<file path="src/rtl/uart_baud_tick_gen.sv">
// Purpose: programmable UART baud timing - oversample strobe, bit strobe and bit-rate square wave.
// Latency: outputs are registered; os_tick rises `period` clks after the first enabled edge.
// Backpressure: none; en=0 freezes the counters, and div_load is always accepted (div_in==0 is rejected via cfg_err).
//
// Optional feature macro: BAUD_FRAC_EN (fractional divisor in 1/16 clk steps).
//
// Ports:
//   clk       system clock
//   reset     synchronous, active-high reset
//   en        count enable; low freezes cnt/os_cnt/bclk/frac_acc, no ticks
//   sync      phase realign pulse: clears cnt/os_cnt/bclk/frac_acc, no tick that cycle
//   div_in    new divisor in clk cycles per os_tick
//   frac_in   new fractional divisor in 1/16 clk units (used only with BAUD_FRAC_EN)
//   div_load  one-cycle strobe capturing div_in/frac_in into the pending slot
//   os_tick   one-clk pulse every period clks
//   bit_tick  one-clk pulse coincident with every OVERSAMPLE-th os_tick
//   bclk      50% duty square wave at the bit rate
//   cfg_err   one-clk pulse when a div_load with div_in==0 is rejected
module uart_baud_tick_gen #(
  parameter int CLKF       = 1_600_000,
  parameter int BR         = 10_000,
  parameter int OVERSAMPLE = 16,
  parameter int DIV_W      = 16
) (
  input  logic             clk,
  input  logic             reset,
  input  logic             en,
  input  logic             sync,
  input  logic [DIV_W-1:0] div_in,
  input  logic [3:0]       frac_in,
  input  logic             div_load,
  output logic             os_tick,
  output logic             bit_tick,
  output logic             bclk,
  output logic             cfg_err
);

  // Guarded so an illegal parameter set reaches the $fatal below instead of dividing by zero.
  localparam longint DIV_RST_L = (CLKF == 0 || BR == 0 || OVERSAMPLE < 2) ? 64'sd0 :
                                 longint'(CLKF) / (longint'(BR) * longint'(OVERSAMPLE));
  localparam logic [DIV_W-1:0] DIV_RST = DIV_W'(DIV_RST_L);
  localparam int OS_W = (OVERSAMPLE > 2) ? $clog2(OVERSAMPLE) : 1;
  localparam logic [OS_W-1:0] OS_LAST = OS_W'(OVERSAMPLE - 1);
  localparam logic [OS_W-1:0] OS_HALF = OS_W'(OVERSAMPLE / 2 - 1);
  localparam logic [DIV_W:0]  ONE_P   = (DIV_W+1)'(1);

  if (CLKF == 0 || BR == 0 || OVERSAMPLE < 2 || (OVERSAMPLE % 2) != 0 ||
      DIV_RST_L == 0 || DIV_RST_L >= (64'sd1 <<< DIV_W)) begin : g_bad_cfg
    $fatal(1, "uart_baud_tick_gen: illegal parameter set");
  end

  logic [DIV_W-1:0] cnt;
  logic [OS_W-1:0]  os_cnt;
  logic [DIV_W-1:0] div_act;
  logic [DIV_W-1:0] div_pend;
  logic             pend_vld;
  logic [DIV_W:0]   period;
  logic             wrap;

`ifdef BAUD_FRAC_EN
  logic [3:0] frac_act;
  logic [3:0] frac_pend;
  logic [3:0] frac_acc;
  logic [4:0] frac_sum;

  // The carry of the accumulation performed at this period's wrap stretches
  // this same period, so frac=8 gives 10,11,10,11... after the first period.
  assign frac_sum = {1'b0, frac_acc} + {1'b0, frac_act};
  assign period   = {1'b0, div_act} + {{DIV_W{1'b0}}, frac_sum[4]};
`else
  logic unused_frac;
  assign unused_frac = ^frac_in;
  assign period      = {1'b0, div_act};
`endif

  // >= rather than == so a divisor shrunk while frozen (en=0) cannot leave
  // cnt stranded above the new terminal count.
  assign wrap = ({1'b0, cnt} >= (period - ONE_P));

  always_ff @(posedge clk) begin
    if (reset) begin
      os_tick   <= 1'b0;
      bit_tick  <= 1'b0;
      bclk      <= 1'b0;
      cfg_err   <= 1'b0;
      cnt       <= '0;
      os_cnt    <= '0;
      div_act   <= DIV_RST;
      div_pend  <= DIV_RST;
      pend_vld  <= 1'b0;
`ifdef BAUD_FRAC_EN
      frac_act  <= 4'd0;
      frac_pend <= 4'd0;
      frac_acc  <= 4'd0;
`endif
    end else begin
      os_tick  <= 1'b0;
      bit_tick <= 1'b0;
      cfg_err  <= div_load && (div_in == '0);

      // Apply a pending divisor only at a period boundary (or when the
      // counter is not running), so the in-flight period keeps its length.
      if (pend_vld && (sync || !en || wrap)) begin
        div_act  <= div_pend;
        pend_vld <= 1'b0;
`ifdef BAUD_FRAC_EN
        frac_act <= frac_pend;
`endif
      end

      // A load in the same cycle lands in the pending slot and waits for the
      // following wrap; a later load overwrites an earlier unapplied one.
      if (div_load && (div_in != '0)) begin
        div_pend <= div_in;
        pend_vld <= 1'b1;
`ifdef BAUD_FRAC_EN
        frac_pend <= frac_in;
`endif
      end

      if (sync) begin
        cnt    <= '0;
        os_cnt <= '0;
        bclk   <= 1'b0;
`ifdef BAUD_FRAC_EN
        frac_acc <= 4'd0;
`endif
      end else if (en) begin
        if (wrap) begin
          cnt     <= '0;
          os_tick <= 1'b1;
`ifdef BAUD_FRAC_EN
          frac_acc <= frac_sum[3:0];
`endif
          if (os_cnt == OS_LAST) begin
            os_cnt   <= '0;
            bit_tick <= 1'b1;
          end else begin
            os_cnt <= os_cnt + OS_W'(1);
          end
          if (os_cnt == OS_HALF || os_cnt == OS_LAST) begin
            bclk <= ~bclk;
          end
        end else begin
          cnt <= cnt + DIV_W'(1);
        end
      end
    end
  end

endmodule

</file>
<file path="config.mk">
export PLATFORM = sky130hd
export DESIGN_NAME = uart_baud_tick_gen
export DESIGN_NICKNAME = d
export VERILOG_FILES = /design/src/rtl/uart_baud_tick_gen.sv
export SDC_FILE = /design/constraint.sdc
export NUM_CORES = 1
export LEC_CHECK = 0
export CORE_ASPECT_RATIO = 1.5
export CORE_MARGIN = 2
export CORE_UTILIZATION = 55
export DETAILED_ROUTE_END_ITERATION = 8
export GPL_TIMING_DRIVEN = 0
export PLACE_DENSITY = 0.78
export SYNTH_ARGS = -nofsm -noshare
export SYNTH_HDL_FRONTEND = slang
export SYNTH_SLANG_ARGS = --single-unit
</file>
<file path="constraint.sdc">
create_clock -name clk -period 3.8 [get_ports clk]
set_clock_uncertainty 0.15 [all_clocks]
set_input_delay 0.57 -clock clk [delete_from_list [all_inputs] [get_ports clk]]
set_output_delay 0.57 -clock clk [all_outputs]
set_load 0.02 [all_outputs]
</file>
## Yosys cells after proc, flatten, opt, wreduce, memory -nomap -nowiden

Cells that the tools add are included.

| storage, ports and cells | value |
|---|---|
| input port bits | 25 |
| flip-flop bits (word level) | 57 |
| word-level logic and storage cells | 39 |
| output and inout port bits | 4 |

| operators by class | value |
|---|---|
| bitwise gates (word level) | 3 |
| multiplexer cells | 6 |
| order comparisons | 1 |
| eq/ne operators | 2 |
| add/subtract/negate cells | 3 |
| reductions and logical operators | 15 |

Operators by type and width:

| operator | number |
|---|---|
| $ge 16x17->1 | 1 |
| $sub 16x1->17 const B | 1 |
| $add 16x1->16 const B | 1 |
| $logic_not 16->1 | 1 |
| $mux 16 | 1 |
| $reduce_bool 16->1 | 1 |
| $add 4x1->4 const B | 1 |
| $eq 4x3->1 const B | 1 |
| $eq 4x4->1 const B | 1 |
| $mux 1 | 4 |
| $mux 4 | 1 |
| $reduce_or 4->1 | 1 |
| $logic_and 1x1->1 | 3 |
| $logic_or 1x1->1 | 3 |
| $not 1->1 | 3 |
| $reduce_and 3->1 | 1 |
| $reduce_or 3->1 | 1 |
| $reduce_and 2->1 | 1 |
| $reduce_bool 2->1 | 1 |
| $reduce_or 2->1 | 1 |
| $logic_not 1->1 | 1 |

## Longest topological paths before layout

Gate-level depths: netlist of run 1.

| depth | value |
|---|---|
| word-level depth | 6 |
| gate-level depth with buffers | 15 |
| gate-level depth less buffers | 13 |

## Worst setup path after synthesis of run 1

OpenSTA, ideal clock, no wires.

| timing path | value |
|---|---|
| path kind | register to register |
| start point | reg div_act[8] |
| end point | reg os_cnt[3] |
| buffers on the path | 1 |
| setup time | 70 ps |
| data required time | 3580 ps |
| period minus slack after synthesis | 3288 ps |
| stages on the path, launching flop included | 14 |
| slack | 512 ps |
| data arrival time | 3068 ps |
| cells stage by stage | dfxtp_1 -> clkbuf_1 -> or4_1 -> or3_1 -> nor2_1 -> xnor2_1 -> ha_1 -> nand4_1 -> nor2_1 -> nand2_1 -> a21oi_1 -> o211ai_2 -> or4_1 -> a21oi_1 |

| between the ends | value |
|---|---|
| word-level cells in the longest chain between the ends | 3 |

RTL lines:

| what | RTL line | RTL |
|---|---|---|
| start, declared | 54 | `logic [DIV_W-1:0] div_act;` |
| start signal, assigned | 104 | `div_act <= div_pend;` |
| $sub 16x1->17 | 78 | `assign wrap = ({1'b0, cnt} >= (period - ONE_P));` |
| $ge 16x17->1 | 78 |  |
| $reduce_and 2->1 (no source line) | n/a |  |
| end signal, assigned | 139 | `os_cnt <= os_cnt + OS_W'(1);` |
| end, declared | 53 | `logic [OS_W-1:0] os_cnt;` |

No other way between the ends.
A chain may end at the register's enable or synchronous reset.

## Worst setup path in the final report of run 1

| timing path | value |
|---|---|
| start point | reg div_act[5] |
| end point | reg cnt[15] |

| between the ends | value |
|---|---|
| word-level cells in the longest chain between the ends | 3 |

RTL lines:

| what | RTL line | RTL |
|---|---|---|
| $sub 16x1->17 | 78 |  |
| $ge 16x17->1 | 78 |  |
| $mux 16 | 129 | `if (wrap) begin` |
| end signal, assigned | 145 | `cnt <= cnt + DIV_W'(1);` |
| end, declared | 52 | `logic [DIV_W-1:0] cnt;` |

No other way between the ends.

==> out/metrics.sh, run 1 <==
RESULT_OF_THE_RUN='completed'
POWER.STATIC_LEAKAGE_uW=0.00129
MIN_FROM='div_pend[0]'
GRT_USE_MET1=0.226
SYNTHESIS.INSTANCES=317
FINALMAXSLEWVIOLATIONS=0
DRCVIOLATIONCOUNT=0
TIMING.CRITICAL_PATH.MAX_DELAY_FAMILY='simple AND/OR/NAND/NOR gates'
CTS_TREE='done'
FINALWORSTSETUPSLACK_PS=239
MAXIMUM_CLOCK_FREQUENCY_MHz=281
FIRST_GLOBAL_VIAS=2236
DETAILEDROUTE.FIRSTPASSITERATIONCOUNT=4
PLACEMENT.IO_BUFFERS=21
DP.CELLS=406
PLACEMENTROWS=32
YOSYS_WARNINGS=0
SYNTH_SEQUENTIAL_AREA_RATIO=0.404
TIMING.FINAL.SETUP_VIOLATIONS=0
DETAILEDROUTE.FIRSTITERATIONVIOLATIONS=64
CHIPHEIGHT_MICRONS=91.8
SYN2LAYOUT_AREA_GROWTH_PCT=20.5
CTS_MADE_BUFFERS=9
REG_CLK_SLEW_REPORTED_PATHS_PS=60
FIN_CELLS=424
WIRE_PER_INST_MICRONS=13.1
CLKSINKCOUNT=57
TOP_LEVEL_PORTS=29
ASYNC_FLOP_SHARE=0
GRT_PASS1_WL_MICRONS=9860
HOLD_BUFFERS=0
GRTUSAGETOTAL=0.217
ROUTE.DETAILED.VIAS_PER_INST=5.38
CRIT_START='div_act[5]'
INSERTEDDIODECOUNT=0
FLOP_AND_LATCH_COUNT_OUT_OF_SYNTHESIS=57
SYNTHESIS.AREA_PER_INSTANCE_SQ_UM=8.91
TOTAL_WIRELENGTH_MICRONS=5570
WORST_IR_DROP_ON_VDD_mV=0.313
FINAL_MIN_PERIOD_OVER_CLOCK_PERIOD=0.937
GR-USAGE-MET3=0.0515
MAIN_SYNTH_FF_TYPE='sky130_fd_sc_hd__dfxtp_1'
NUM-NETS-FINAL=395
WORST_PATH_LARGEST_CELL_DELAY_PS=350
INITIAL_CORE_UTIL=0.560
GP_ROUTABILITY_CONGESTION=0.836
FINAL_ANTENNA_NET_COUNT=0
CP.REQUIRED_PS=3920
RELSLEWSLACK=0.663
PRE_CTS_SLACK_PS=-71.3
TIMING.CRITICAL_PATH.CELLS='nor4_4 > and3_4 > nand2_1 > nor3_1 > xnor2_1 > ha_1 > a211oi_1 > o22ai_2 > a31oi_1 > a21oi_2 > buf_4 > o211ai_4 > nand2_1 > buf_2 > nor2_1'
CTS_ROOT_BUF='sky130_fd_sc_hd__clkbuf_8'
POST-ROUTE-MIN-PERIOD_PS=3560
HALF_PERIMETER_WIRE_LENGTH_OF_THE_DETAILED_PLACEMENT_RESULT_MICRONS=4300
CRIT_PATH_END_KIND='flip-flop'
HOLD_PATH_CLASS='flip-flop to flip-flop'
ANTENNA_FOUND_INITIAL=0
CRITICAL_PATH_BUF_INV_COUNT=2
FINAL_LAYOUT_SIZE_SUFFIX_GT1_FRAC=0.0899
FINALHOLDVIOLCOUNT=0
YOSYS.CELL_TYPES.COUNT=44
SYNTH_FP_NETS=361
CTS-HTREE-LEVELS=3
WORST-SLEW-PIN-TRANSITION_PS=506
DIE_WIDTH_MICRONS=62.5
WORST_HOLD_SLACK_PS=314
USE_MET2=0.412
OVERFLOW=0
GLOBAL_ROUTE.PEAK_USAGE_LAYER='met2'
DIEAREA_SQ_UM=5740
RSZ_0062_RAISED_AFTER_GLOBAL_ROUTING='true'
GRT_START_MAX_NET_PINS=11
PATH_COMMON_CELL='sky130_fd_sc_hd__nand2_1'
SYNTH.CELL_AREA_SQ_UM=2830
ARRIVAL_TIME_WORST_ENDPOINT_PS=3680
SLOWEST_CELL_ON_CRIT_PATH='sky130_fd_sc_hd__dfxtp_1'
CRIT_PATH_START_KIND='flip-flop'
WORST-PATH-MAX-FANOUT=10
PWR_DENSITY_CELL_nW_PER_UM2=396
CLOCK_TREE.BUFFER_DEPTH=2
FILLCELLCOUNT=432
REPORT.POWER.TOTAL_uW=1350
PLACEABLECOREAREA_SQ_UM=5040
CRITICAL_PATH_CLASS='flip-flop to flip-flop'
VIAS=2283
RR_STARTPOINT='div_act[5]'
CAP_VIOLATIONS=0
SYNTH-EDFF-COUNT=0
INSERTION_DELAY_PS=330
## final timing paths
check                endpoint  slack [ps]  cells after the start
setup reg to reg      cnt[15]         240                     15
hold / removal    div_pend[0]         310                      2
setup / recovery      cnt[15]         240                     15
hold reg to reg   div_pend[0]         310                      2
## routing by layer
metal / up-vias / part of all wire
met1: 1057 / 0.40
met2: 35 / 0.55
met4: 0 / 0.014
met5: - / 0
li1: 1183 / -
met3: 8 / 0.027
## power by group
part	switching [uW]	internal, uW	total [uW]
logic	60.6	57.9	118
registers	12.4	614	627
clock network	237	365	602
## stage by stage
step / TNS [ps] / instance area [sq um] / util
2_1_floorplan: 0 / 2830 / -
3_3_place_gp: 0 / 3120 / 0.619
3_5_place_dp: -633 / 3120 / 0.619
4_1_cts: 0 / 3340 / 0.661
5_1_grt: -199 / 3400 / 0.675
6_report: 0 / 3400 / 0.675
## cell usage after synthesis, types with 3 or more instances
| cell | n | share of area |
|---|---|---|
| sky130_fd_sc_hd__nor3_1 | 6 | 0.011 |
| sky130_fd_sc_hd__xnor2_1 | 17 | 0.053 |
| sky130_fd_sc_hd__dfxtp_1 | 57 | 0.40 |
| sky130_fd_sc_hd__nand3_1 | 8 | 0.014 |
| sky130_fd_sc_hd__nand2_1 | 26 | 0.035 |
| sky130_fd_sc_hd__ha_1 | 19 | 0.084 |
| sky130_fd_sc_hd__nor2_1 | 56 | 0.074 |
| sky130_fd_sc_hd__inv_1 | 8 | 0.011 |
| sky130_fd_sc_hd__xor2_1 | 10 | 0.031 |
| sky130_fd_sc_hd__nand3b_1 | 3 | 0.0080 |
| sky130_fd_sc_hd__a21oi_1 | 17 | 0.030 |
| sky130_fd_sc_hd__nand4_1 | 7 | 0.015 |
| sky130_fd_sc_hd__nor4_1 | 7 | 0.015 |
| sky130_fd_sc_hd__mux2i_1 | 25 | 0.089 |
| sky130_fd_sc_hd__clkbuf_1 | 10 | 0.013 |
## worst reg2reg max path, cell delays in order (launching register included)
cell	delay, ps
sky130_fd_sc_hd__dfxtp_1	350
sky130_fd_sc_hd__nor4_4	330
sky130_fd_sc_hd__and3_4	250
sky130_fd_sc_hd__nand2_1	110
sky130_fd_sc_hd__nor3_1	220
sky130_fd_sc_hd__xnor2_1	150
sky130_fd_sc_hd__ha_1	260
sky130_fd_sc_hd__a211oi_1	250
sky130_fd_sc_hd__o22ai_2	130
sky130_fd_sc_hd__a31oi_1	190
sky130_fd_sc_hd__a21oi_2	120
sky130_fd_sc_hd__buf_4	160
sky130_fd_sc_hd__o211ai_4	290
sky130_fd_sc_hd__nand2_1	190
sky130_fd_sc_hd__buf_2	220
sky130_fd_sc_hd__nor2_1	120
## area by class of cell
| type | count | area, sq um | share of cell area |
|---|---|---|---|
| sequential | 57 | 1140 | 0.335 |
| multi-input combinational | 240 | 1650 | 0.485 |
| clock inverter | 6 | 82.6 | 0.0243 |
| timing repair buffer | 23 | 225 | 0.0662 |
| clock buffer | 10 | 128 | 0.0375 |
| tap | 68 | 85.1 | 0.0250 |
| buffer | 12 | 61.3 | 0.0180 |
| inverter | 8 | 30.0 | 0.00882 |
## flip-flops by register name, summed over array words and instances, names as in the netlist
signal and flops:
pend_vld 1, div_pend 16, cnt 16, os_tick 1, cfg_err 1, bclk 1
div_act 16, bit_tick 1, os_cnt 4
## cells in the final DEF (no fill, tap or decap), types with 3 or more instances in the layout
cell / instances
sky130_fd_sc_hd__dfxtp_1: 57
sky130_fd_sc_hd__nor2_1: 55
sky130_fd_sc_hd__nand2_1: 26
sky130_fd_sc_hd__mux2i_1: 25
sky130_fd_sc_hd__clkdlybuf4s50_1: 21
sky130_fd_sc_hd__ha_1: 19
sky130_fd_sc_hd__xnor2_1: 17
sky130_fd_sc_hd__a21oi_1: 15
sky130_fd_sc_hd__clkbuf_1: 10
sky130_fd_sc_hd__xor2_1: 10
sky130_fd_sc_hd__clkbuf_8: 9
sky130_fd_sc_hd__inv_1: 8
sky130_fd_sc_hd__nand3_1: 8
sky130_fd_sc_hd__nand4_1: 7
sky130_fd_sc_hd__nor3_1: 6
sky130_fd_sc_hd__nor4_1: 6
sky130_fd_sc_hd__nand3b_1: 3
sky130_fd_sc_hd__clkinv_2: 3
## repair_timing
action                     CTS  global route
setup endpoints to repair   11            37
resized for setup            2            10
buffers inserted             0             2
pin swaps                    0             5
## logic make-up after synthesis
logic type                 Yosys count  synth area share
muxes                               26            0.0926
AOI/OAI and AO/OA                   36            0.0806
adders and majority gates           19            0.0841
xor gates and xnor gates            27            0.0837
and+or+nand+nor                    132             0.223
buffers and inverters               20            0.0319
DFF                                 57             0.404
Power figures use the tool's default switching activity.
==> run 2: changes to the inputs <==
--- a/config.mk
+++ b/config.mk
@@ -11,6 +11,7 @@
 export DETAILED_ROUTE_END_ITERATION = 8
 export GPL_TIMING_DRIVEN = 0
 export PLACE_DENSITY = 0.78
+export SKIP_CTS_REPAIR_TIMING = 1
 export SYNTH_ARGS = -nofsm -noshare
 export SYNTH_HDL_FRONTEND = slang
 export SYNTH_SLANG_ARGS = --single-unit
==> run 2 against run 1 <==
Net effect:
- power hardly changed
- hold slack hardly changed
- final area is 0.15% lower
- core utilization is 0.099 points lower
- maximum frequency hardly changed
- clock-buffer cell count stayed put
- worst setup slack worse by 2.0 ps
- via count is 0.18% lower
- first-iteration DRC count is 1.6% lower
- global-route usage stayed put
- sequential share of layout area hardly changed
- critical path depth stayed put
- critical path type unchanged
- largest cell class unchanged
==> out/metrics.sh, run 2 (synthesized netlist as in run 1, its figures left out) <==
FINAL_MIN_PERIOD_OVER_CLOCK_PERIOD=0.938
INITIAL_CORE_UTIL=0.560
RR_STARTPOINT='div_act[5]'
RR_WORST_DEPTH=15
INSERTION_DELAY_PS=330
RSZ_0062_RAISED_AFTER_GLOBAL_ROUTING='true'
MIN_FROM='div_pend[0]'
DP.CELLS=406
WORST-SLEW-PIN-TRANSITION_PS=506
RELSLEWSLACK=0.663
CRIT_START='div_act[5]'
POWER.STATIC_LEAKAGE_uW=0.00129
ANTENNA_FOUND_INITIAL=0
DETAILEDROUTE.FIRSTPASSITERATIONCOUNT=4
GRTUSAGETOTAL=0.217
TOTAL_WIRELENGTH_MICRONS=5550
CP.REQUIRED_PS=3910
GRT_START_MAX_NET_PINS=11
CHIPHEIGHT_MICRONS=91.8
CAP_VIOLATIONS=0
CTS-HTREE-LEVELS=3
PRE_CTS_SLACK_PS=-71.3
FINALMAXSLEWVIOLATIONS=0
ARRIVAL_TIME_WORST_ENDPOINT_PS=3680
HOLD_PATH_CLASS='flip-flop to flip-flop'
INSERTEDDIODECOUNT=0
FINALHOLDVIOLCOUNT=0
DRCVIOLATIONCOUNT=0
R2R_SETUP_SLACK_PS=240
DIEAREA_SQ_UM=5740
OVERFLOW=0
FIN_CELLS=424
CRITPATHCAPTURE='cnt[13]'
CLOCK_TREE.BUFFER_DEPTH=2
TOP_LEVEL_PORTS=29
MOST_COMMON_CELL_AFTER_LAYOUT_FILL_AND_TAPS_ASIDE='sky130_fd_sc_hd__dfxtp_1'
CTS_TREE='done'
PLACEABLECOREAREA_SQ_UM=5040
POST-ROUTE-MIN-PERIOD_PS=3560
DETAILEDROUTE.FIRSTITERATIONVIOLATIONS=63
FINAL_ANTENNA_NET_COUNT=0
CTS_MADE_BUFFERS=9
WORST_IR_DROP_ON_VDD_mV=0.314
NUM-NETS-FINAL=395
PLACEMENT.IO_BUFFERS=21
FIRST_GLOBAL_VIAS=2244
GP_ROUTABILITY_CONGESTION=0.836
FINALWORSTSETUPSLACK_PS=237
FINAL_LAYOUT_SIZE_SUFFIX_GT1_FRAC=0.0871
VIAS=2279
ROUTE.DETAILED.VIAS_PER_INST=5.38
WIRE_PER_INST_MICRONS=13.1
CRITICAL_PATH_CLASS='flip-flop to flip-flop'
PLACEMENTROWS=32
REG_CLK_SLEW_REPORTED_PATHS_PS=60
CTS_ROOT_BUF='sky130_fd_sc_hd__clkbuf_8'
MOST-COMMON-LAYOUT-CELLS='sky130_fd_sc_hd__dfxtp_1, sky130_fd_sc_hd__nor2_1, sky130_fd_sc_hd__nand2_1, sky130_fd_sc_hd__mux2i_1, sky130_fd_sc_hd__clkdlybuf4s50_1'
R2R_END='cnt[13]'
FILLCELLCOUNT=434
RESULT_OF_THE_RUN='completed'
REPORT.POWER.TOTAL_uW=1350
TIMING.FINAL.SETUP_VIOLATIONS=0
SYN2LAYOUT_AREA_GROWTH_PCT=20.3
BIGGESTREGSBYFLOPS='cnt (16), div_act (16), div_pend (16)'
GRT_PASS1_WL_MICRONS=9860
CLKSINKCOUNT=57
MAXIMUM_CLOCK_FREQUENCY_MHz=281
DIE_WIDTH_MICRONS=62.5
CRIT_PATH_START_KIND='flip-flop'
PWR_DENSITY_CELL_nW_PER_UM2=396
HALF_PERIMETER_WIRE_LENGTH_OF_THE_DETAILED_PLACEMENT_RESULT_MICRONS=4300
CRIT_PATH_END_KIND='flip-flop'
WORST-PATH-MAX-FANOUT=10
run 2: critical path: stages, from the launching register on:
cell and delay (ps):
sky130_fd_sc_hd__dfxtp_1 350, sky130_fd_sc_hd__nor4_4 330, sky130_fd_sc_hd__and3_4 250, sky130_fd_sc_hd__nand2_1 120
sky130_fd_sc_hd__nor3_1 220, sky130_fd_sc_hd__xnor2_1 150, sky130_fd_sc_hd__ha_1 260, sky130_fd_sc_hd__a211oi_1 250
sky130_fd_sc_hd__o22ai_2 130, sky130_fd_sc_hd__a31oi_1 200, sky130_fd_sc_hd__a21oi_2 120, sky130_fd_sc_hd__buf_4 160
sky130_fd_sc_hd__o211ai_4 290, sky130_fd_sc_hd__nand2_1 190, sky130_fd_sc_hd__buf_2 220, sky130_fd_sc_hd__nor2_1 120
run 2: report_power, final:
| group | switching, uW | total [uW] | internal [uW] |
|---|---|---|---|
| Sequential | 12.4 | 627 | 614 |
| Clock | 237 | 602 | 366 |
| Combinational | 60.6 | 119 | 57.9 |
| Total | 310 | 1350 | 1040 |
run 2: final cells by class:
class	count	area [sq um]	area share
inverter	8	30.0	0.00884
sequential	57	1140	0.336
timing repair buffer	23	225	0.0663
buffer	12	61.3	0.0180
multi-input combinational	240	1650	0.484
tap	68	85.1	0.0250
clock inverter	6	82.6	0.0243
clock buffer	10	128	0.0376
run 2: worst min path at each step:
| stage | to | cells past startpoint |
|---|---|---|
| after global routing | div_pend[0] | 2 |
| final | div_pend[0] | 2 |
| after detailed placement | pend_vld | 1 |
| after global placement | div_pend[2] | 2 |
| after floorplan | pend_vld | 1 |
| after CTS | div_pend[15] | 2 |
run 2: routing by layer:
layer  share of wire  GRT usage
met5               0          0
met4           0.012     0.0926
met3           0.029     0.0515
met2            0.55      0.407
met1            0.40      0.226
run 2: stage by stage:
step | setup TNS (ps) | utilization | cell area, sq um | hold WS [ps]
global placement | 0 | 0.619 | 3120 | 295
CTS | -957 | 0.660 | 3330 | 315
global route | -199 | 0.674 | 3400 | 342
floorplan | 0 | - | 2830 | 283
detailed placement | -633 | 0.619 | 3120 | 303
finish | 0 | 0.674 | 3400 | 314
==> run 3: changes to the inputs <==
--- a/config.mk
+++ b/config.mk
@@ -7,10 +7,10 @@
 export LEC_CHECK = 0
 export CORE_ASPECT_RATIO = 1.5
 export CORE_MARGIN = 2
-export CORE_UTILIZATION = 55
+export CORE_UTILIZATION = 40
+export CTS_BUF_LIST = sky130_fd_sc_hd__clkbuf_4
 export DETAILED_ROUTE_END_ITERATION = 8
 export GPL_TIMING_DRIVEN = 0
-export PLACE_DENSITY = 0.78
 export SKIP_CTS_REPAIR_TIMING = 1
 export SYNTH_ARGS = -nofsm -noshare
 export SYNTH_HDL_FRONTEND = slang
==> run 3 against run 2 <==
Net effect:
- core utilization shrank 19 points
- final area down 2.0%
- worst setup slack improved by 23 ps
- via count shrank 1.2%
- largest cell class unchanged
- power fell by 13%
- combinational power hardly changed
- sequential share of layout area grew 0.71 points
- clock-buffer cell count unchanged
- first-iteration DRC count rose by 46%
- routed wire length increased by 1.0%
- sequential cell count stayed put
- critical endpoint is now os_cnt[3]
- maximum frequency rose by 0.66%
==> out/metrics.sh, run 3 (synthesized netlist as in run 1, its figures left out) <==
PLACEMENTROWS=37
TIMING.FINAL.SETUP_VIOLATIONS=0
WORST-SLEW-PIN-TRANSITION_PS=526
WORST-PATH-MAX-FANOUT=9
MULTIINPUTGATEAREA_SQ_UM=1650
FIN_TNS_SETUP_PS=0
MOST_COMMON_CELL_AFTER_LAYOUT_FILL_AND_TAPS_ASIDE='sky130_fd_sc_hd__dfxtp_1'
WIRE_PER_INST_MICRONS=12.9
DRCVIOLATIONCOUNT=0
SYN2LAYOUT_AREA_GROWTH_PCT=17.9
INSERTION_DELAY_PS=410
DETAILEDROUTE.FIRSTITERATIONVIOLATIONS=92
HOLD_PATH_CLASS='flip-flop to flip-flop'
CAP_VIOLATIONS=0
CLKSINKCOUNT=57
PRE_CTS_SLACK_PS=-149
GRTUSAGETOTAL=0.158
R2R_END='os_cnt[3]'
FINAL_ANTENNA_NET_COUNT=0
CRIT_PATH_END_KIND='flip-flop'
MOST-COMMON-LAYOUT-CELLS='sky130_fd_sc_hd__dfxtp_1, sky130_fd_sc_hd__nor2_1, sky130_fd_sc_hd__nand2_1, sky130_fd_sc_hd__mux2i_1, sky130_fd_sc_hd__clkdlybuf4s50_1'
CHIPHEIGHT_MICRONS=107
VIAS=2251
INSERTEDDIODECOUNT=0
TOTAL_WIRELENGTH_MICRONS=5610
CRIT_START='div_act[8]'
HALF_PERIMETER_WIRE_LENGTH_OF_THE_DETAILED_PLACEMENT_RESULT_MICRONS=4430
RR_STARTPOINT='div_act[8]'
FIN_CELLS=433
POST-ROUTE-MIN-PERIOD_PS=3540
INITIAL_CORE_UTIL=0.412
FINALMAXSLEWVIOLATIONS=0
LAYOUT.CELL_AREA.NON_FILLER_SQ_UM=3330
CTS_MADE_BUFFERS=9
FINALWORSTSETUPSLACK_PS=261
ROUTE.DETAILED.VIAS_PER_INST=5.20
LAYOUT.AREA.SEQ_SQ_UM=1140
GRT_PASS1_WL_MICRONS=9520
MAXIMUM_CLOCK_FREQUENCY_MHz=283
FINALHOLDVIOLCOUNT=0
NUM-NETS-FINAL=394
FILLCELLCOUNT=694
PLACEMENT.CELL_AREA_SQ_UM=3130
RR_WORST_DEPTH=13
DIEAREA_SQ_UM=7770
DIE_WIDTH_MICRONS=72.6
DETAILEDROUTE.FIRSTPASSITERATIONCOUNT=4
BIGGESTREGSBYFLOPS='cnt (16), div_act (16), div_pend (16)'
POWER.STATIC_LEAKAGE_uW=0.00126
FINAL_MIN_PERIOD_OVER_CLOCK_PERIOD=0.931
RESULT_OF_THE_RUN='completed'
CTS_ROOT_BUF='sky130_fd_sc_hd__clkbuf_4'
ANTENNA_FOUND_INITIAL=0
GRT_START_MAX_NET_PINS=11
DP.CELLS=416
CRITPATHCAPTURE='os_cnt[3]'
GP_ROUTABILITY_CONGESTION=0.735
FIRST_GLOBAL_VIAS=2167
CP.REQUIRED_PS=3990
WORST_IR_DROP_ON_VDD_mV=0.198
FINAL_LAYOUT_SIZE_SUFFIX_GT1_FRAC=0.0901
CTS-HTREE-LEVELS=3
PWR_DENSITY_CELL_nW_PER_UM2=353
REPORT.POWER.TOTAL_uW=1180
PLACEMENT.IO_BUFFERS=21
CLOCK_TREE.BUFFER_DEPTH=2
RSZ_0062_RAISED_AFTER_GLOBAL_ROUTING='false'
REG_CLK_SLEW_REPORTED_PATHS_PS=100
R2R_SETUP_SLACK_PS=260
CRIT_PATH_START_KIND='flip-flop'
TOP_LEVEL_PORTS=29
CRITICAL_PATH_CLASS='flip-flop to flip-flop'
OVERFLOW=0
ARRIVAL_TIME_WORST_ENDPOINT_PS=3730
RELSLEWSLACK=0.649
PLACEABLECOREAREA_SQ_UM=6850
CTS_TREE='done'
[run 3: changes by cell type in the layout (fill, tap and decap cells not counted), moves of 2 or more]
cell / previous run / this run
sky130_fd_sc_hd__clkinv_1: 0 / 2
sky130_fd_sc_hd__clkbuf_4: 0 / 10
sky130_fd_sc_hd__clkbuf_8: 9 / 0
sky130_fd_sc_hd__clkinv_2: 3 / 1
[run 3: report_power, final]
group	leakage (uW)	internal (uW)	switching [uW]
clock	0.0000715	203	227
combinational	0.000722	58.3	60.6
sequential	0.000463	614	12.6
[run 3: final cells by class]
type                    count  share of cell area
clock buffers              10              0.0225
multi-input cells         240               0.494
repair buffers             22              0.0653
clock inverters             6              0.0176
well taps                  78              0.0293
plain buffers              12              0.0195
flip-flops and latches     57               0.343
inverters                   8             0.00901
[run 3: worst max-delay path, stage by stage (launching register included)]
cell,delay (ps)
sky130_fd_sc_hd__dfxtp_1,310
sky130_fd_sc_hd__clkbuf_1,170
sky130_fd_sc_hd__or4_1,580
sky130_fd_sc_hd__or3_1,350
sky130_fd_sc_hd__nor2_1,120
sky130_fd_sc_hd__xnor2_1,80
sky130_fd_sc_hd__ha_1,320
sky130_fd_sc_hd__nand4_1,100
sky130_fd_sc_hd__nor2_1,90
sky130_fd_sc_hd__nand2_1,70
sky130_fd_sc_hd__a21oi_2,300
sky130_fd_sc_hd__o211ai_4,180
sky130_fd_sc_hd__or4_1,500
sky130_fd_sc_hd__a21oi_1,140
[run 3: routing by layer]
metal / wire length (microns) / GRT usage / part of all wire / up-vias
met3: 148 / 0.0282 / 0.026 / 12
met2: 3050 / 0.286 / 0.54 / 32
met1: 2270 / 0.169 / 0.41 / 1031
li1: - / - / - / 1176
met5: 0 / 0 / 0 / -
met4: 140 / 0.0873 / 0.025 / 0
[run 3: per-stage QoR]
| step | hold WS [ps] | util |
|---|---|---|
| floorplan | 283 | - |
| global placement | 298 | 0.457 |
| detailed placement | 299 | 0.457 |
| CTS | 314 | 0.477 |
| global route | 337 | 0.486 |
| finish | 312 | 0.486 |
[run 3: worst min-delay path by stage]
stage                     start     endpoint  slack, ps  cells past startpoint
finish              div_pend[2]  div_pend[2]        310                      2
global route           pend_vld     pend_vld        340                      1
CTS                 div_pend[2]  div_pend[2]        310                      2
detailed placement  div_pend[1]   div_act[1]        300                      1
global placement    div_pend[2]  div_pend[2]        300                      2
floorplan              pend_vld     pend_vld        280                      1
